**src/rtl/pc_ctrl_pkg.sv**
```systemverilog
// pc_ctrl_pkg: shared encodings and parameter bounds for the fetch-stage sequencing controller.
package pc_ctrl_pkg;
   typedef enum logic {RUN, LDSTALL} state_t;
   localparam logic [1:0] PCSEL_SEQ = 2'd0;
   localparam logic [1:0] PCSEL_BR  = 2'd1;
   localparam logic [1:0] PCSEL_J   = 2'd2;
   localparam logic [1:0] PCSEL_JR  = 2'd3;
   localparam int LSC_MIN = 1;
   localparam int LSC_MAX = 4;
endpackage

```
**src/rtl/load_use_detect.sv**
```systemverilog
// load_use_detect: combinational load-use hazard comparator between the EX load and the ID sources.
module load_use_detect (
   input  logic       mem_read,
   input  logic [4:0] idex_rt,
   input  logic [4:0] ifid_rs,
   input  logic [4:0] ifid_rt,
   input  logic       uses_rs,
   input  logic       uses_rt,
   output logic       hz
);
   assign hz = mem_read && idex_rt != 5'd0 &&
               ((uses_rs && idex_rt == ifid_rs) || (uses_rt && idex_rt == ifid_rt));
endmodule

```
**src/rtl/pc_control_unit.sv**
```systemverilog
// pc_control_unit: PC/IF-ID/ID-EX sequencing for the 5-stage pipeline with fixed redirect/stall priority.
// Optional PC_CTRL_PERF_EN adds stall_cycles and flush_count performance counters.
module pc_control_unit
   import pc_ctrl_pkg::*;
#(
   parameter int LOAD_STALL_CYCLES = 1
) (
   input  logic       clk,
   input  logic       rst,
   input  logic       idex_mem_read,
   input  logic [4:0] idex_rt,
   input  logic [4:0] ifid_rs,
   input  logic [4:0] ifid_rt,
   input  logic       ifid_uses_rs,
   input  logic       ifid_uses_rt,
   input  logic       jump,
   input  logic       jr,
   input  logic       branch_taken,
   input  logic       imem_ready,
   output logic       pc_write,
   output logic [1:0] pc_sel,
   output logic       ifid_write,
   output logic       ifid_flush,
   output logic       idex_flush
`ifdef PC_CTRL_PERF_EN
   ,
   output logic [31:0] stall_cycles,
   output logic [31:0] flush_count
`endif
);
   localparam int LSC = LOAD_STALL_CYCLES < LSC_MIN ? LSC_MIN :
                        LOAD_STALL_CYCLES > LSC_MAX ? LSC_MAX : LOAD_STALL_CYCLES;

   state_t     state, state_n;
   logic [1:0] cnt, cnt_n;
   logic       hz;

   // jr always reads rs, so it counts as an rs user even if decode forgot to flag it
   load_use_detect u_detect (
      .mem_read (idex_mem_read),
      .idex_rt  (idex_rt),
      .ifid_rs  (ifid_rs),
      .ifid_rt  (ifid_rt),
      .uses_rs  (ifid_uses_rs | jr),
      .uses_rt  (ifid_uses_rt),
      .hz       (hz)
   );

   always_comb begin
      pc_write   = 1'b1;
      pc_sel     = PCSEL_SEQ;
      ifid_write = 1'b1;
      ifid_flush = 1'b0;
      idex_flush = 1'b0;
      state_n    = state;
      cnt_n      = cnt;
      if (rst) begin
         pc_write   = 1'b0;
         ifid_write = 1'b0;
         ifid_flush = 1'b1;
         idex_flush = 1'b1;
         state_n    = RUN;
         cnt_n      = 2'd0;
      end else if (branch_taken) begin
         pc_sel     = PCSEL_BR;
         ifid_flush = 1'b1;
         idex_flush = 1'b1;
         state_n    = RUN;
         cnt_n      = 2'd0;
      end else if (state == LDSTALL || hz) begin
         pc_write   = 1'b0;
         ifid_write = 1'b0;
         idex_flush = 1'b1;
         if (state == LDSTALL) begin
            state_n = cnt == 2'd1 ? RUN : LDSTALL;
            cnt_n   = cnt - 2'd1;
         end else if (LSC > 1) begin
            state_n = LDSTALL;
            cnt_n   = 2'(LSC - 1);
         end
      end else if (jr || jump) begin
         pc_sel     = jr ? PCSEL_JR : PCSEL_J;
         ifid_flush = 1'b1;
      end else if (!imem_ready) begin
         pc_write   = 1'b0;
         ifid_flush = 1'b1;
      end
   end

   always_ff @(posedge clk) begin
      if (rst) begin
         state <= RUN;
         cnt   <= 2'd0;
      end else begin
         state <= state_n;
         cnt   <= cnt_n;
      end
   end

`ifdef PC_CTRL_PERF_EN
   // outside reset, pc_write low means stall or fetch wait; flush with pc_write high means a redirect
   always_ff @(posedge clk) begin
      if (rst) begin
         stall_cycles <= 32'd0;
         flush_count  <= 32'd0;
      end else begin
         stall_cycles <= stall_cycles + {31'd0, !pc_write};
         flush_count  <= flush_count + {31'd0, pc_write && ifid_flush};
      end
   end
`endif
endmodule

```
**config.mk**
```make
export PLATFORM = sky130hd
export DESIGN_NAME = pc_control_unit
export DESIGN_NICKNAME = d
export VERILOG_FILES = /design/src/rtl/pc_ctrl_pkg.sv /design/src/rtl/load_use_detect.sv /design/src/rtl/pc_control_unit.sv
export SDC_FILE = /design/constraint.sdc
export NUM_CORES = 1
export LEC_CHECK = 0
export CORE_UTILIZATION = 30
export CTS_BUF_LIST = sky130_fd_sc_hd__clkbuf_16
export DETAILED_ROUTE_END_ITERATION = 10
export GPL_ROUTABILITY_DRIVEN = 1
export HOLD_SLACK_MARGIN = 0.12
export PLACE_DENSITY_LB_ADDON = 0.3
export SLEW_MARGIN = 20
export SYNTH_ARGS = -nofsm -noshare
export SYNTH_HDL_FRONTEND = slang
export SYNTH_SLANG_ARGS = --single-unit
```
**constraint.sdc**
```tcl
create_clock -name clk -period 3.35 [get_ports clk]
set_clock_uncertainty 0.05 [all_clocks]
set_input_delay 0.67 -clock clk [delete_from_list [all_inputs] [get_ports clk]]
set_output_delay 0.67 -clock clk [all_outputs]
set_load 0.005 [all_outputs]
```
==> run summary, run 1 <==
The number of H-tree levels came out at 1. For this run the aggregate overflow at the end of global routing stands at 0. In this run, CTS created clock tree buffers numbering 3. Root cell of the clock tree: clkbuf_16. Number of vias in the routed layout: 524. In this run the worst path has a maximum fanout of 5.

The share of post-route cells with drive strength above 1 is 25.26%. Synthesis produced a netlist with a net count of 77. After synthesis the cells add up to 407.9 µm².

The flow ran to the end, and the final reports show no timing, DRC or antenna violations. For this design the top-level I/O count stands at 30. Once placement completed, the tool counted placed cells totaling 101. Across all setup checks in the final design, the least slack found is 0.06653 ns. The final count of pins violating max slew is 0. The via count of the first global-routing pass was 514. Mean instance size in the synthesized netlist: 7.844 µm². Startpoint of the worst-slack reg-to-reg timing path: cnt[1]$_SDFFE_PP0P_.

For this run, the number of Yosys warnings is 0. For this run, the total global-route usage over all layers was measured as 21.45%. The logs give 12 for the row count and 1414 µm for the wire length after detailed routing. The floorplan step defined a die boundary enclosing 1511 µm². Post-route total power: 0.3068 mW.

The multi-input gate area in the final layout is 349.1 µm², and the maximum clock insertion buffer count is 2. The detail-routed net length per standard cell was 12.97 µm. Port buffering added 29 buffers. The type of the setup path with the least slack is primary input to primary output. The part of the Yosys area used for sequential elements came out at 14.72%. The predominant post-synthesis flop cell was dfxtp_1. Setup violations remaining at the end of the flow were counted as 0. Clock latency on the worst-skew pair, taken at its later pin, is 0.22 ns. After clock tree synthesis, the clock-pin slew on the worst setup and hold paths is 0.03 ns. For this run, the share of the core covered by cells in the final layout is 75.84%. The height of the die works out to 38.88 µm. The sequential cells in the finished layout cover a total of 60.06 µm². The routed length on met1 came out at 628 µm.

Counting flops and latches in the post-synthesis netlist gives 3. At the worst endpoint, the arrival time is 2.56 ns. The relative max-transition margin is 76.69%, and the via density per instance is 4.807. The floorplan die width was 38.88 µm. The power density over the cells was 341.1 nW/µm²; the first-iteration detailed-routing DRC count was 7. Entering global routing, the biggest net connects 9 pins.

The fraction of the cycle the final worst path needs was 98.01%. Yosys mapped a number of flops with a built-in enable equal to 0. STA classifies the critical path endpoint as a primary output.

Across the run, the number of max-cap violations was 0. The maximum achievable frequency is 0.3046 GHz, and the layout-stage area growth over the synthesis result is 120.6%. Summed over all nets, wire length on met3 after detailed routing comes to 79 µm.

Fill cells in the final layout number 86. At the end of routability-driven placement, the weighted congestion stood at 0.7133. The cell that appears most often on the critical path is buf_4. The detailed-route DRC error count is 0, and the peak ir drop on the vdd network is 0.0003162 V. The number of detailed-routing iterations run before antenna repair was 4.

The number of antenna diodes in the final layout is 0. The detail route stage leaves a number of antenna-violating nets equal to 0. Hold repair after CTS inserted 0 buffers. The initial core utilization is 34.39%, and the peak per-stage delay on the critical path is 0.53 ns. The routed wire length on met2 is 677 µm. The largest individual stage delay along the critical path comes from the cell or4_4.

The leakage power total was 0.3825 nW. The number of distinct library cell variants in the gate-level netlist after synthesis was 26; the initial antenna violation count was 0. Data on the critical path is required at its endpoint by 2.63 ns.

The final critical path time including I/O delays and setup works out to 3.283 ns. Hold path startpoint: cnt[1]$_SDFFE_PP0P_. The signal on the critical path passes through clkdlybuf4s50_1 -> or4_4 -> o21ai_4 -> buf_4 -> buf_4 -> nor2_2 -> a221oi_2 -> dlygate4sd2_1. The run gives 0 as the hold violation total from the final report. Leaving out filler cells and counting taps, the final layout contains 109.

The number of instances in the synthesized netlist is 52, and the first-pass GRT wire length is 2159 µm. The uppermost layer routed is met4. For the pin with the worst max-slew slack, the measured transition is 0.3492 ns. TritonCTS built the clock tree. The type of the most critical hold path is flip-flop to flip-flop. The final-layout setup total negative slack is 0 ns. For this run, the post-layout net count is 121. The async set or reset register ratio after synthesis came out at 0%. The launch point of the critical path was idex_rt[0]. The run gives 1186 µm² as the core outline area. STA classifies the critical path startpoint as a primary input. OpenSTA, run right after detailed placement, puts the worst setup slack at -0.08456 ns. For this design, the sink count on the clock tree is 3. The HPWL after detailed placement is 968.3 µm.
[path summary, 6_finish.rpt]
check | to | slack, ns | cells after the start
setup / recovery | ifid_write | 0.07 | 8
hold / removal | cnt[1]$_SDFFE_PP0P_ | 0.46 | 2
setup reg to reg | cnt[1]$_SDFFE_PP0P_ | 2.37 | 4
hold reg to reg | cnt[1]$_SDFFE_PP0P_ | 0.46 | 2
[logic make-up (layout without fill, tap and decap cells)]
group / after synthesis / in the layout / synth area share (%)
simple gates: 19 / 19 / 24.23
compound gates: 12 / 12 / 27.30
xor+xnor: 11 / 11 / 23.62
buf+inv: 5 / 48 / 4.599
flops: 3 / 3 / 14.72
fa+ha+maj: 1 / 1 / 3.067
mux: 1 / 1 / 2.454
[Yosys cell counts, drive strengths merged, types with 2 or more instances]
cell | instances | area share (%)
o21ai | 2 | 5.2
a21oi | 3 | 3.7
inv | 3 | 2.8
nor2 | 9 | 8.9
nor3 | 4 | 4.9
xor2 | 9 | 19
nor4 | 2 | 3.1
dfxtp | 3 | 15
xnor2 | 2 | 4.3
[power by group]
part           total (mW)  switching (mW)  internal [mW]
sequential         0.0360               0         0.0360
combinational      0.0846          0.0322         0.0524
clock               0.186          0.0323          0.154
total               0.307          0.0645          0.242
[layout make-up]
type | instances | area share [%]
multi-input cells | 44 | 38.80
repair buffers | 41 | 42.56
clock buffers | 3 | 8.345
inverters | 3 | 1.252
flip-flops and latches | 3 | 6.676
clock inverters | 1 | 0.4172
well taps | 14 | 1.947
[registers in the layout (all words and copies together) (netlist names)]
signal and count:
state 1, cnt 2
[placed cells by master, fill, tap and decap left out, drive strengths merged, types with 2 or more instances in the layout]
master and instances:
nor3 4, nor2 9, inv 4, nor4 2, o21ai 2, buf 12
a21oi 3, dfxtp 3, dlygate4sd2 4, xor2 9, clkdlybuf4s50 22, xnor2 2
dlymetal6s2s 3, clkbuf 3
[through the flow]
stage | area (µm²) | hold WS, ns
2_1_floorplan | 407.9 | 0.4104
4_1_cts | 869.6 | 0.4675
3_3_place_gp | 768.2 | 0.4284
6_report | 899.6 | 0.4629
3_5_place_dp | 768.2 | 0.4445
5_1_grt | 899.6 | 0.4894
[metal layers]
| metal | track usage [%] | vias to the layer above |
|---|---|---|
| li1 | - | 274 |
| met4 | 8.621 | 0 |
| met5 | 0 | - |
| met3 | 8.671 | 2 |
| met2 | 34.58 | 20 |
| met1 | 24.83 | 228 |
[worst max-delay path: cells and delay by family]
kind	cells	cell delay (ns)
simple gates	2	0.56
compound gates	2	0.41
buf+inv	4	0.93
[timing repair]
| action | CTS | global route |
|---|---|---|
| resized for setup | 6 | 4 |
| setup buffers | 2 | 2 |
| pin swaps | 1 | 3 |
| setup endpoints to repair | 5 | 3 |
Note: power is estimated with default switching activity, not from simulation.
==> run 2: changes to the inputs <==
==> constraint.sdc (replaced) <==
create_clock -name clk -period 3.3 [get_ports clk]
set_clock_uncertainty 0.05 [all_clocks]
set_input_delay 0.66 -clock clk [delete_from_list [all_inputs] [get_ports clk]]
set_output_delay 0.66 -clock clk [all_outputs]
set_load 0.005 [all_outputs]
==> run 2 against run 1 <==
  * Sequential power up 1%
  * Sequential share of layout area up 0.15 points
  * Non-clock buffer count down 2
  * Via count up 0.57%
  * Clock power up 3%
  * Largest power group unchanged
  * Highest routed layer unchanged
  * Final area down 2.2%
==> run summary, run 2 (synthesized netlist as in run 1, its figures left out) <==
The peak ir drop on the vdd network came out at 0.0003438 V (+8.7%). Leaving out fill and tap cells, the most frequent cells in the layout are 24 x clkdlybuf4s50_1, 10 x buf_4, 9 x xor2_1. The wire length after detailed routing came out at 1326 µm (-6.2%).

The tools report the data arrival at the endpoint of the critical path as 2.53 ns (-0.03 ns). The relative max-transition margin was 73.22% (-3.5 points); the number of H-tree levels was 1 (unchanged). The detailed-placement wirelength estimate is 963.3 µm (-0.52%). The final-layout setup total negative slack was 0 ns (unchanged); the CTS sink count was 3 (unchanged). Counting flops per register, the top entry is cnt. The detailed-route DRC error count came out at 0 (unchanged). The tightest hold margin was 0.4430 ns (-0.01982 ns). The tools report the hold-fix buffer count after cts as 0 (unchanged).

The final count of pins violating max slew is 0 (unchanged). The tools report the latest clock arrival within the worst-skew pair as 0.23 ns (about the same). The core outline area was 1186 µm² (unchanged). The tools report the via count of the first global-routing pass as 506 (-1.6%). TritonCTS built the clock tree.

The detail-routed net length per standard cell is 12.39 µm (-4.5%), and the first-pass GRT wire length is 2035 µm (-5.7%). Root cell of the clock tree: clkbuf_16. The logs give 0.7194 (+0.86%) for the routability congestion estimate and 566 µm (-9.9%) for the routed length on met1. The type of the most critical hold path was flip-flop to flip-flop.

The leakage power total came out at 0.3558 nW (-7.0%). The tools report the critical path launch point type as a primary input. The number of vias in the routed layout is 527 (+0.57%), and the number of maximum-capacitance violations is 0 (unchanged).

The type of the setup path with the least slack is primary input to primary output. The flow ran to the end, and the final reports show no timing, DRC or antenna violations. The initial core utilization came out at 34.39% (unchanged). The run gives 0 (unchanged) as the remaining antenna violation count. The count of port buffers added during placement was 29 (unchanged); the filler cell count in the final layout was 92 (+7.0%). The final setup violation count was 0 (unchanged).

The tools report the number of detailed-routing iterations run before antenna repair as 4 (unchanged). The maximum clock insertion buffer count came out at 2 (unchanged). Of the available clock period, the critical path in the final layout requires 98.14%. For this run, the top clock speed supported by timing is 0.3088 GHz.

The final-stage net count was 119 (-1.7%); the height of the die was 38.88 µm (unchanged). The tools report the worst path required time as 2.59 ns (-0.04 ns). The share of post-route cells with drive strength above 1 was 24.73% (-0.53 points); the layout-stage area growth over the synthesis result was 115.6%. The final global-route overflow total was 0 (unchanged); the slew of the pin with the lowest slew margin was 0.3987 ns (+0.04948 ns).

The clock input transition at the sequential cells of the worst setup and hold paths was 0.03 ns (about the same); the global-route usage over all layers was 20.62% (-0.83 points). For the final antenna diode count, the log shows 0 (unchanged). The met3 wire length is 82 µm (+3.8%), and the highest fanout seen on the critical path is 3 (-2).

The run gives 0 (unchanged) as the initial antenna violation count. The floorplan die width works out to 38.88 µm (unchanged). The largest registers in the layout are cnt (2), state (1). The register area was 60.06 µm² (unchanged).

The first-iteration detailed-routing DRC count was 8 (+1). The post-route total power was 0.3115 mW (+1.5%); the via density per instance was 4.925 (+2.5%). The clock period could shrink to 3.239 ns. The number of buffers inserted during clock tree synthesis was 3 (unchanged). Most common cell after layout, fill and taps aside: clkdlybuf4s50_1. The pin count of the biggest net entering global routing was 9 (unchanged). For the area enclosed by the die boundary, the log shows 1511 µm² (unchanged). In this run the top signal layer used is met4. The routed wire length on met2 came out at 676 µm (-0.15%).

The row count is 12 (unchanged). Setup repair after global routing left no endpoint under its margin. The logs give 0 (unchanged) for the hold violation total from the final report and 30 (unchanged) for the I/O pin count.

The tools report the critical path endpoint category as a primary output. The power density over the cells works out to 354.2 nW/µm² (+3.8%). For the multi-input gate area in the final layout, the log shows 352.8 µm² (+1.1%).

The flip-flop count of the largest register, all copies and words added was 2 (unchanged).
-- run 2: cell count changes in the layout (fill, tap and decap cells not counted), sizes merged --
cell           before  now
dlygate4sd2         4    5
clkdlybuf4s50      22   24
buf                12   10
dlymetal6s2s        3    0
-- run 2: stage by stage --
step	instance area, µm²	cells	util, %	setup slack, ns
after floorplan	407.9	52	-	0.9255
after global placement	775.7	102	65.40	-0.07085
after detailed placement	775.7	102	65.40	-0.1100
after CTS	875.8	107	73.84	0.002968
after global routing	879.6	107	74.16	0.004863
final	879.6	107	74.16	0.06149
-- run 2: report_power, final --
| group | total (mW) | leakage [nW] | switching, mW | internal [mW] |
|---|---|---|---|---|
| Combinational | 0.0843 | 0.289 | 0.0326 | 0.0517 |
| Clock | 0.191 | 0.0423 | 0.0344 | 0.156 |
| Sequential | 0.0365 | 0.0241 | 0 | 0.0365 |
-- run 2: area by class of cell --
class                   instances  share of cell area (%)
flip-flops and latches          3                   6.828
clock inverters                 1                  0.4267
well taps                      14                   1.991
repair buffers                 39                   40.82
clock buffers                   3                   8.535
multi-input cells              44                   40.11
inverters                       3                   1.280
-- run 2: timing repair --
| item | in CTS | in global routing |
|---|---|---|
| pin swaps | 3 | 1 |
| gates resized for setup | 8 | 1 |
| endpoints found under the setup margin | 6 | 2 |
| setup buffers | 1 | 0 |
-- run 2: worst paths after layout --
kind	start	slack, ns	endpoint	depth (start not counted)
worst max-delay path	ifid_rt[1]	0.06	idex_flush	6
worst min-delay path	cnt[1]$_SDFFE_PP0P_	0.44	cnt[1]$_SDFFE_PP0P_	2
worst max register to register	state$_SDFFE_PP0P_	2.33	cnt[1]$_SDFFE_PP0P_	2
worst min register to register	cnt[1]$_SDFFE_PP0P_	0.44	cnt[1]$_SDFFE_PP0P_	2
-- run 2: routing by layer --
metal / vias up / GRT usage [%]
met5: - / 0
met4: 0 / 9.483
met3: 2 / 10.40
met2: 28 / 33.33
met1: 229 / 22.07
li1: 268 / -
-- run 2: critical path: stages --
cell and delay (ns):
clkdlybuf4s50_1 0.41, xor2_1 0.16, nor4_2 0.36, a32oi_2 0.20
o211ai_1 0.20, clkdlybuf4s50_1 0.53
==> run 3: changes to the inputs <==
--- a/config.mk
+++ b/config.mk
@@ -7,9 +7,11 @@
 export LEC_CHECK = 0
 export CORE_UTILIZATION = 30
 export CTS_BUF_LIST = sky130_fd_sc_hd__clkbuf_16
+export CTS_CLUSTER_SIZE = 30
 export DETAILED_ROUTE_END_ITERATION = 10
 export GPL_ROUTABILITY_DRIVEN = 1
 export HOLD_SLACK_MARGIN = 0.12
+export MAX_ROUTING_LAYER = met4
 export PLACE_DENSITY_LB_ADDON = 0.3
 export SLEW_MARGIN = 20
 export SYNTH_ARGS = -nofsm -noshare
==> run 3 against run 2 <==
  * Count of clock-buffer cells in the layout did not move
  * Non-clock buffer count did not move
  * Critical path depth did not move
  * Die area is the same
  * Clock power hardly changed
  * Via count unchanged
  * Register-to-register slack hardly changed
  * Final cell count is the same
  * Worst hold slack is the same
  * Final area unchanged
  * Global-route usage grew 0.50 points
  * Sequential cell count unchanged
==> run summary, run 3 (synthesized netlist as in run 1, its figures left out) <==
CTS sink count: 3 (unchanged). The final setup violation count is 0 (unchanged), and the hold violation total from the final report is 0 (unchanged). The endpoint of the worst hold path is cnt[1]$_SDFFE_PP0P_. The tools report the data arrival at the endpoint of the critical path as 2.53 ns (about the same).

The logs give 0.7278 (+1.2%) for the routability congestion estimate and 775.7 µm² (unchanged) for the standard cell area after detailed placement. The latest clock arrival within the worst-skew pair is 0.23 ns (about the same), and the first-pass GRT wire length is 2035 µm (unchanged). The number of cells on the worst hold path is 2 (unchanged).

The run gives 0 (unchanged) as the number of maximum-capacitance violations. The tools report the hold-fix buffer count after cts as 0 (unchanged). Traced cell by cell, the critical path runs through clkdlybuf4s50_1 -> xor2_1 -> nor4_2 -> a32oi_2 -> o211ai_1 -> clkdlybuf4s50_1. The critical path launch point type was a primary input. The floorplan die width works out to 38.88 µm (unchanged). Endpoint of the most critical register-to-register path: cnt[1]$_SDFFE_PP0P_.

The library cells used most frequently in the layout, excluding fill and tap cells, are 24 x clkdlybuf4s50_1, 10 x buf_4, 9 x xor2_1. The global-route usage over all layers was 21.12% (+0.50 points). The flip-flop count of the largest register, all copies and words added works out to 2 (unchanged).

The area enclosed by the die boundary was 1511 µm² (unchanged). The largest individual stage delay along the critical path comes from the cell clkdlybuf4s50_1. In this run the critical register-to-register path is launched from state$_SDFFE_PP0P_.

For the final count of pins violating max slew, the log shows 0 (unchanged). The largest registers in the layout are cnt (2), state (1). The count of placed standard cells including taps was 102 (unchanged); the power density over the cells was 354.2 nW/µm² (about the same). The first-iteration detailed-routing DRC count came out at 8 (unchanged). The worst setup slack for register-to-register paths was 2.33 ns (about the same). The via density per instance was 4.925 (unchanged); the final critical path time including I/O delays and setup was 3.238 ns (-0.00002710 ns). TritonCTS built the clock tree. The remaining antenna violation count is 0 (unchanged), and the detail-routed net length per standard cell is 12.40 µm (about the same). The row count was 12 (unchanged).

The relative max-transition margin was 73.22% (unchanged). The tools report the final-stage net count as 119 (unchanged). Setup repair after global routing left no endpoint under its margin. The tools report the initial antenna violation count as 0 (unchanged). For the maximum clock insertion buffer count, the log shows 2 (unchanged). The number of buffers inserted during clock tree synthesis was 3 (unchanged).

For the via count of the first global-routing pass, the log shows 505 (-0.20%). The count of port buffers added during placement is 29 (unchanged), and the final standard cell area without fillers is 879.6 µm² (unchanged). The path depth of the worst reg2reg path was 2 (unchanged); the share of post-route cells with drive strength above 1 was 24.73% (unchanged). The tools report the final antenna diode count as 0 (unchanged).

For the peak ir drop on the vdd network, the log shows 0.0003438 V (unchanged). The worst hold path begins at cnt[1]$_SDFFE_PP0P_. The worst setup path is of the primary input to primary output kind.

The cell family contributing the most delay on the critical path is buffers and inverters. The final global-route overflow total is 0 (unchanged), and the fraction of the cycle the final worst path needs is 98.14% (about the same). The number of standard cells in the layout, taps in and fillers out is 107 (unchanged).

The height of the die came out at 38.88 µm (unchanged). The tools report the pin count of the biggest net entering global routing as 9 (unchanged). The clock input transition at the sequential cells of the worst setup and hold paths was 0.03 ns (about the same). Leaving out fill and tap cells, the most frequent cell in the layout is clkdlybuf4s50_1.

The run gives 1 (unchanged) as the number of H-tree levels. The detailed-placement wirelength estimate is 963.3 µm (unchanged). The run gives 0.3558 nW (unchanged) as the leakage power total. The worst setup path is captured at a primary output. The logs give 0 ns (unchanged) for the final-layout setup total negative slack and 4 (unchanged) for the number of detailed-routing iterations run before antenna repair. The maximum achievable frequency was 0.3088 GHz (about the same). The register bank with the most flops is cnt. The peak per-stage delay on the critical path is 0.53 ns (about the same). The tools report the wire length after detailed routing as 1327 µm (about the same).

Worst path required time: 2.59 ns (about the same). The tools report the initial core utilization as 34.39% (unchanged). The run finished with clean final reports. Slew of the pin with the lowest slew margin: 0.3987 ns (unchanged). Root cell of the clock tree: clkbuf_16. For the detailed-route DRC error count, the log shows 0 (unchanged).

Among the stages of the critical path, the cell type that occurs most often is clkdlybuf4s50_1. The logs give 527 (unchanged) for the number of vias in the routed layout and 30 (unchanged) for the I/O pin count. The min-delay analysis places its worst path in the category flip-flop to flip-flop. The layout-stage area growth over the synthesis result is 115.6% (unchanged).

The highest fanout seen on the critical path came out at 3 (unchanged). The worst path buffer plus inverter count is 2 (unchanged), and the core outline area is 1186 µm² (unchanged).
## run 3: cell type report
type / count / area (µm²)
repair buffers: 39 / 359.1
multi-input cells: 44 / 352.8
fillers: 92 / 306.5
clock buffers: 3 / 75.07
flip-flops and latches: 3 / 60.06
well taps: 14 / 17.52
inverters: 3 / 11.26
clock inverters: 1 / 3.754
## run 3: timing repair
item | in CTS | in global routing
endpoints found under the setup margin | 6 | 2
setup buffers | 1 | 0
resized for setup | 8 | 1
pin swaps | 3 | 1
## run 3: worst max path at each step
stage          startpoint    endpoint  slack, ns  depth (start not counted)
2_1_floorplan  idex_rt[4]  ifid_write       0.93                          4
3_3_place_gp   idex_rt[4]  ifid_write      -0.07                          6
5_1_grt        ifid_rt[1]  idex_flush      0.005                          6
6_report       ifid_rt[1]  idex_flush       0.06                          6
4_1_cts        idex_rt[3]  idex_flush      0.003                          6
3_5_place_dp   idex_rt[0]  idex_flush      -0.11                          7
## run 3: per-layer routing
layer  part of all wire (%)  track usage [%]
met1                     44            22.76
met2                     51            33.33
met3                    5.2            9.249
met4                   0.15            9.483
met5                      0                -
## run 3: stage by stage
stage	util, %	power (mW)	hold WS (ns)	setup WS, ns
6_report	74.16	0.3116	0.4430	0.06152
5_1_grt	74.16	0.3243	0.4851	0.004863
4_1_cts	73.84	0.3138	0.4467	0.002968
3_5_place_dp	65.40	0.1177	0.4445	-0.1100
3_3_place_gp	65.40	0.1168	0.4286	-0.07085
2_1_floorplan	-	0.06326	0.4104	0.9255
## run 3: power by group
group          switching [mW]  internal, mW  leakage [nW]
Combinational          0.0326        0.0517         0.289
Sequential                  0        0.0365        0.0241
Clock                  0.0344         0.156        0.0423
## run 3: worst register-to-register path, cell delays in order, from the launching register on
cell     delay (ns)
dfxtp_1        0.52
mux2i_1        0.23
nor2_1         0.05
